### src/rtl/led_scanner.sv
// led_scanner: bounce / wrap / fill LED animator.
// Steps on an internal prescaler tick; every register runs on clk.
module led_scanner #(
  parameter int LED_COUNT = 4,
  parameter int TICK_DIV = 0,
  localparam int POS_W = (LED_COUNT > 2) ? $clog2(LED_COUNT) : 1,
  localparam int CNT_W = (TICK_DIV > 0) ? $clog2(TICK_DIV + 1) : 1
) (
  input  logic                 clk,
  input  logic                 rst,
  input  logic                 btn,
  input  logic [1:0]           mode,
  output logic [LED_COUNT-1:0] leds,
  output logic [POS_W-1:0]     pos,
  output logic                 dir,
  output logic                 active,
  output logic                 wrap
);

  typedef enum logic {IDLE, RUN} state_t;

  localparam logic [POS_W-1:0] LAST    = POS_W'(LED_COUNT - 1);
  localparam logic [POS_W-1:0] ONE     = POS_W'(1);
  localparam logic [CNT_W-1:0] CNT_TOP = CNT_W'(TICK_DIV);

  state_t               state, state_n;
  logic [CNT_W-1:0]     cnt;
  logic                 tick;
  logic                 bad_pos;
  logic [LED_COUNT-1:0] leds_n;
  logic [POS_W-1:0]     pos_n;
  logic                 dir_n;
  logic                 wrap_n;

  function automatic logic [LED_COUNT-1:0] onehot(input logic [POS_W-1:0] p);
    logic [LED_COUNT-1:0] r;
    for (int i = 0; i < LED_COUNT; i++) r[i] = (POS_W'(i) == p);
    return r;
  endfunction

  function automatic logic [LED_COUNT-1:0] fillmask(input logic [POS_W-1:0] p);
    logic [LED_COUNT-1:0] r;
    for (int i = 0; i < LED_COUNT; i++) r[i] = (POS_W'(i) <= p);
    return r;
  endfunction

  // pause suppresses the tick entirely, so the pattern freezes
  assign tick    = btn && (mode != 2'b11) && (cnt == CNT_TOP);
  assign bad_pos = (int'(pos) >= LED_COUNT);
  assign active  = (state == RUN);

  // step prescaler; restarts from zero after idle, pause or a step
  always_ff @(posedge clk) begin
    if (rst || !btn || mode == 2'b11 || tick) cnt <= '0;
    else cnt <= cnt + CNT_W'(1);
  end

  // state and registered outputs
  always_ff @(posedge clk) begin
    if (rst) begin
      state <= IDLE;
      leds  <= '0;
      pos   <= '0;
      dir   <= 1'b0;
      wrap  <= 1'b0;
    end else begin
      state <= state_n;
      leds  <= leds_n;
      pos   <= pos_n;
      dir   <= dir_n;
      wrap  <= wrap_n;
    end
  end

  // next pattern step, evaluated only on a tick
  always_comb begin
    state_n = state;
    leds_n  = leds;
    pos_n   = pos;
    dir_n   = dir;
    wrap_n  = 1'b0;
    if (!btn) begin
      state_n = IDLE;
      leds_n  = '0;
      pos_n   = '0;
      dir_n   = 1'b0;
    end else if (tick) begin
      if (state == IDLE) begin
        state_n = RUN;
        pos_n   = '0;
        dir_n   = 1'b0;
        leds_n  = onehot('0);
      end else if (bad_pos) begin
        state_n = IDLE;
        leds_n  = '0;
        pos_n   = '0;
        dir_n   = 1'b0;
      end else begin
        unique case (mode)
          2'b00: begin
            if (!dir) begin
              if (pos < LAST) begin
                pos_n = pos + ONE;
              end else begin
                pos_n = pos - ONE;
                dir_n = 1'b1;
              end
            end else begin
              if (pos != '0) begin
                pos_n = pos - ONE;
              end else begin
                pos_n  = ONE;
                dir_n  = 1'b0;
                wrap_n = 1'b1;
              end
            end
            leds_n = onehot(pos_n);
          end
          2'b01: begin
            dir_n = 1'b0;
            if (pos == LAST) begin
              pos_n  = '0;
              wrap_n = 1'b1;
            end else begin
              pos_n = pos + ONE;
            end
            leds_n = onehot(pos_n);
          end
          2'b10: begin
            dir_n = 1'b0;
            if (pos < LAST) begin
              pos_n  = pos + ONE;
              leds_n = fillmask(pos_n);
            end else begin
              state_n = IDLE;
              pos_n   = '0;
              leds_n  = '0;
              wrap_n  = 1'b1;
            end
          end
          default: begin
            state_n = state;
          end
        endcase
      end
    end
  end

endmodule

### config.mk
export PLATFORM = sky130hd
export DESIGN_NAME = led_scanner
export DESIGN_NICKNAME = d
export VERILOG_FILES = /design/src/rtl/led_scanner.sv
export SDC_FILE = /design/constraint.sdc
export NUM_CORES = 1
export LEC_CHECK = 0
export ABC_AREA = 0
export ABC_CLOCK_PERIOD_IN_PS = 6000
export CAP_MARGIN = 5
export CORE_MARGIN = 3
export CORE_UTILIZATION = 40
export DETAILED_ROUTE_END_ITERATION = 6
export GPL_TIMING_DRIVEN = 0
export PLACE_DENSITY = 0.61
export SLEW_MARGIN = 25
export SYNTH_ARGS = -nofsm -noshare
export SYNTH_HDL_FRONTEND = slang
export SYNTH_SLANG_ARGS = --single-unit
### constraint.sdc
create_clock -name clk -period 6 [get_ports clk]
set_clock_uncertainty 0.15 [all_clocks]
set_input_delay 1.5 -clock clk [delete_from_list [all_inputs] [get_ports clk]]
set_output_delay 1.5 -clock clk [all_outputs]
set_load 0.005 [all_outputs]
==> flow_metrics.py <==
metrics = {
    "global_routing": {
        "grt_pass1_wl_um": 2550,
        "antenna_found_initial": 0,
        "grt_max_degree": 11,
        "gr-usage-all-layers_pct": 13.8,
        "gr-total-overflow": 0,
        "grt_pass1_vias": 575,
    },
    "routing": {
        "dr.pass1.iters": 4,
        "vias": 661,
        "viasPerCell": 5.25,
        "wl_um": 1540,
        "wl_per_cell_um": 12.2,
        "drt-initial-drc-count": 29,
        "drc": 0,
        "postRouteAntennaNets": 0,
    },
    "clock_tree": {
        "cts.clk_slew.worst_paths_ns": 0.07,
        "cts.sinks": 10,
        "clockBufferDepth": 2,
        "cts_resized": 0,
        "postCtsHoldBufs": 0,
        "cts_buffers": 3,
        "clock_latency_ns": 0.26,
        "cts_tree": "built",
        "cts-root-buf": "clkbuf_4",
        "cts_setup_buffers": 0,
        "cts_htree_levels": 1,
    },
    "synth": {
        "syn_nets": 99,
        "yosysTopAreaCellShare_pct": 27.9,
        "synth_top_cell_by_area": "dfxtp_1",
        "synth_xor_area_share_pct": 0,
        "yosys_register_bits": 10,
        "synthesis.area_um2": 717,
        "synth.area.mux_share_pct": 0,
        "synthTopCellsByArea": "dfxtp_1 28%, ha_1 14%, a21oi_1 7.0%",
        "synth_cell_types": 33,
        "yosys_warnings": 0,
        "synth_compound_area_share_pct": 25.0,
        "synth_fa_ha_area_share_pct": 14.0,
        "synth_cells": 86,
        "syn-mean-instance-area_um2": 8.34,
        "ys_seq_area_share_pct": 27.9,
        "async_reset_ff_share_pct": 0,
        "synth-main-ff-cell": "dfxtp_1",
        "synth_edf_count": 0,
        "synthSimpleGateAreaFrac_pct": 26.4,
        "synth_top_family_by_area": "simple AND/OR/NAND/NOR gates",
    },
    "sta": {
        "fin_tns_setup_ns": 0,
        "max_freq_mhz": 293,
        "hold_viol_final": 0,
        "timing.hold.ws_ns": 0.390,
        "period_needed_ns": 3.41,
        "tightest_slew_ns": 0.613,
        "period_share_pct": 56.8,
        "drv_slew": 0,
        "rsz0062_at_grt": "no",
        "fin_ws_ns": 2.59,
        "setup_viol": 0,
        "maxSlewHeadroom_pct": 58.9,
    },
    "die": {
        "die_y_um": 48.3,
        "io_pins": 14,
        "dieArea_um2": 2340,
        "fp.dieW_um": 48.3,
        "core_um2": 1590,
        "initial_core_util_pct": 45.0,
        "rows": 14,
    },
    "worst_setup_path": {
        "arrival_ns": 3.42,
        "required_ns": 6.01,
        "cpMaxStageDelayCell": "or4b_4",
        "worstRegToRegCells": 6,
        "crit_path_max_fanout": 8,
        "cp.depth": 7,
        "rr_startpoint": "pos[0]",
        "crit_buf_inv": 2,
        "max_stage_delay_ns": 0.61,
        "path_delay_family": "simple AND/OR/NAND/NOR gates",
        "path_class": "input port to flop",
        "r2r-end": "leds[2]",
        "reg2reg_slack_ns": 3.99,
        "crit_chain": "clkdlybuf4s50_1, inv_1, ha_1, or4b_4, and2_2, o21ai_0, a31oi_1",
        "worstSetupStartpointType": "input port",
        "end_kind": "flop",
    },
    "min_path": {
        "hold_path.class": "flop to flop",
        "min_path_cells": 2,
        "hold_end": "leds[0]",
        "hp-start": "leds[0]",
    },
    "finish": {
        "final_common_cell": "clkdlybuf4s50_1",
        "final_util_pct": 56.4,
        "final_cell_mix": "13 x clkdlybuf4s50_1, 10 x a21oi_1, 10 x dfxtp_1",
        "diodes": 0,
        "layout-drive-gt1-share_pct": 12.7,
        "layoutNonFillerInstCount": 126,
        "syn_to_final_growth_pct": 25.5,
        "num-nets-final": 117,
        "n_fill_cell": 157,
    },
    "flow_run": {
        "drv_cap": 0,
    },
    "place": {
        "place_ws_ns": 2.31,
        "place_inst": 123,
        "portBuffers": 13,
        "hpwl_um": 1160,
        "globalplace.congestion": 0.819,
    },
    "pwr": {
        "p_per_area_nw_per_um2": 150,
        "leakagePower_nw": 0.338,
        "ir_worst_vdd_uv": 96.3,
    },
    "outcome": {
        "status": "finished, final reports clean",
    },
}
sequential cells by signal, summed over array words and instances (netlist names):
register  count
cnt           1
active        1
wrap          1
dir           1
pos           2
leds          4
cells by family (layout without fill, tap and decap cells):
logic type	count (synthesis)	count (layout)
fa+ha+maj	8	8
buf+inv	9	25
compound gates	29	29
flops	10	10
simple gates	29	29
other cells	1	1
Yosys cell counts, drive strengths merged (3+ instances only):
cell type  number
o21ai           6
ha              8
a211oi          3
a31oi           3
inv             7
nor2b           3
nor2            3
nand2           8
dfxtp          10
a21oi          10
through the flow:
stage	cell area (µm²)	power, mW
final	900	0.135
after CTS	900	0.137
after global routing	900	0.144
after floorplan	717	0.0836
after detailed placement	877	0.0909
after global placement	877	0.0908
layer usage:
metal  vias to the layer above  share of wire (%)  GRT usage (%)
met1                       292                 49           19.8
met5                         -                  0              0
li1                        344                  -              -
met2                        21                 45           19.3
met3                         4                5.4           4.60
met4                         0                1.0           4.27
layout make-up:
cell class                 count  area [µm²]  share of cell area, %
multi-input combinational     67         472                   52.4
timing repair buffer          13         130                   14.5
inverter                       7        26.3                   2.92
buffer                         2        18.8                   2.09
clock buffer                   3        22.5                   2.50
sequential                    10         200                   22.3
tap                           24        30.0                   3.34
worst register-to-register path: cells and delay by family (launching register included):
family	cells	cell delay, ns
AOI/OAI and AO/OA	3	0.73
DFF	1	0.47
adders and majority gates	1	0.27
and+or+nand+nor	1	0.18
buffers and inverters	1	0.13
power by group:
group	total [mW]	internal [mW]	switching, mW
sequential	0.0680	0.0672	0.000775
clock	0.0458	0.0232	0.0226
combinational	0.0215	0.0103	0.0112
worst max-delay path by stage:
stage	from	endpoint	slack, ns
after floorplan	mode[1]	leds[0]	2.95
after global placement	mode[0]	leds[0]	2.31
after detailed placement	mode[0]	leds[0]	2.31
after CTS	mode[0]	leds[0]	2.59
after global routing	mode[0]	leds[0]	2.49
final	mode[0]	leds[0]	2.59
(Power assumes the default switching activity.)
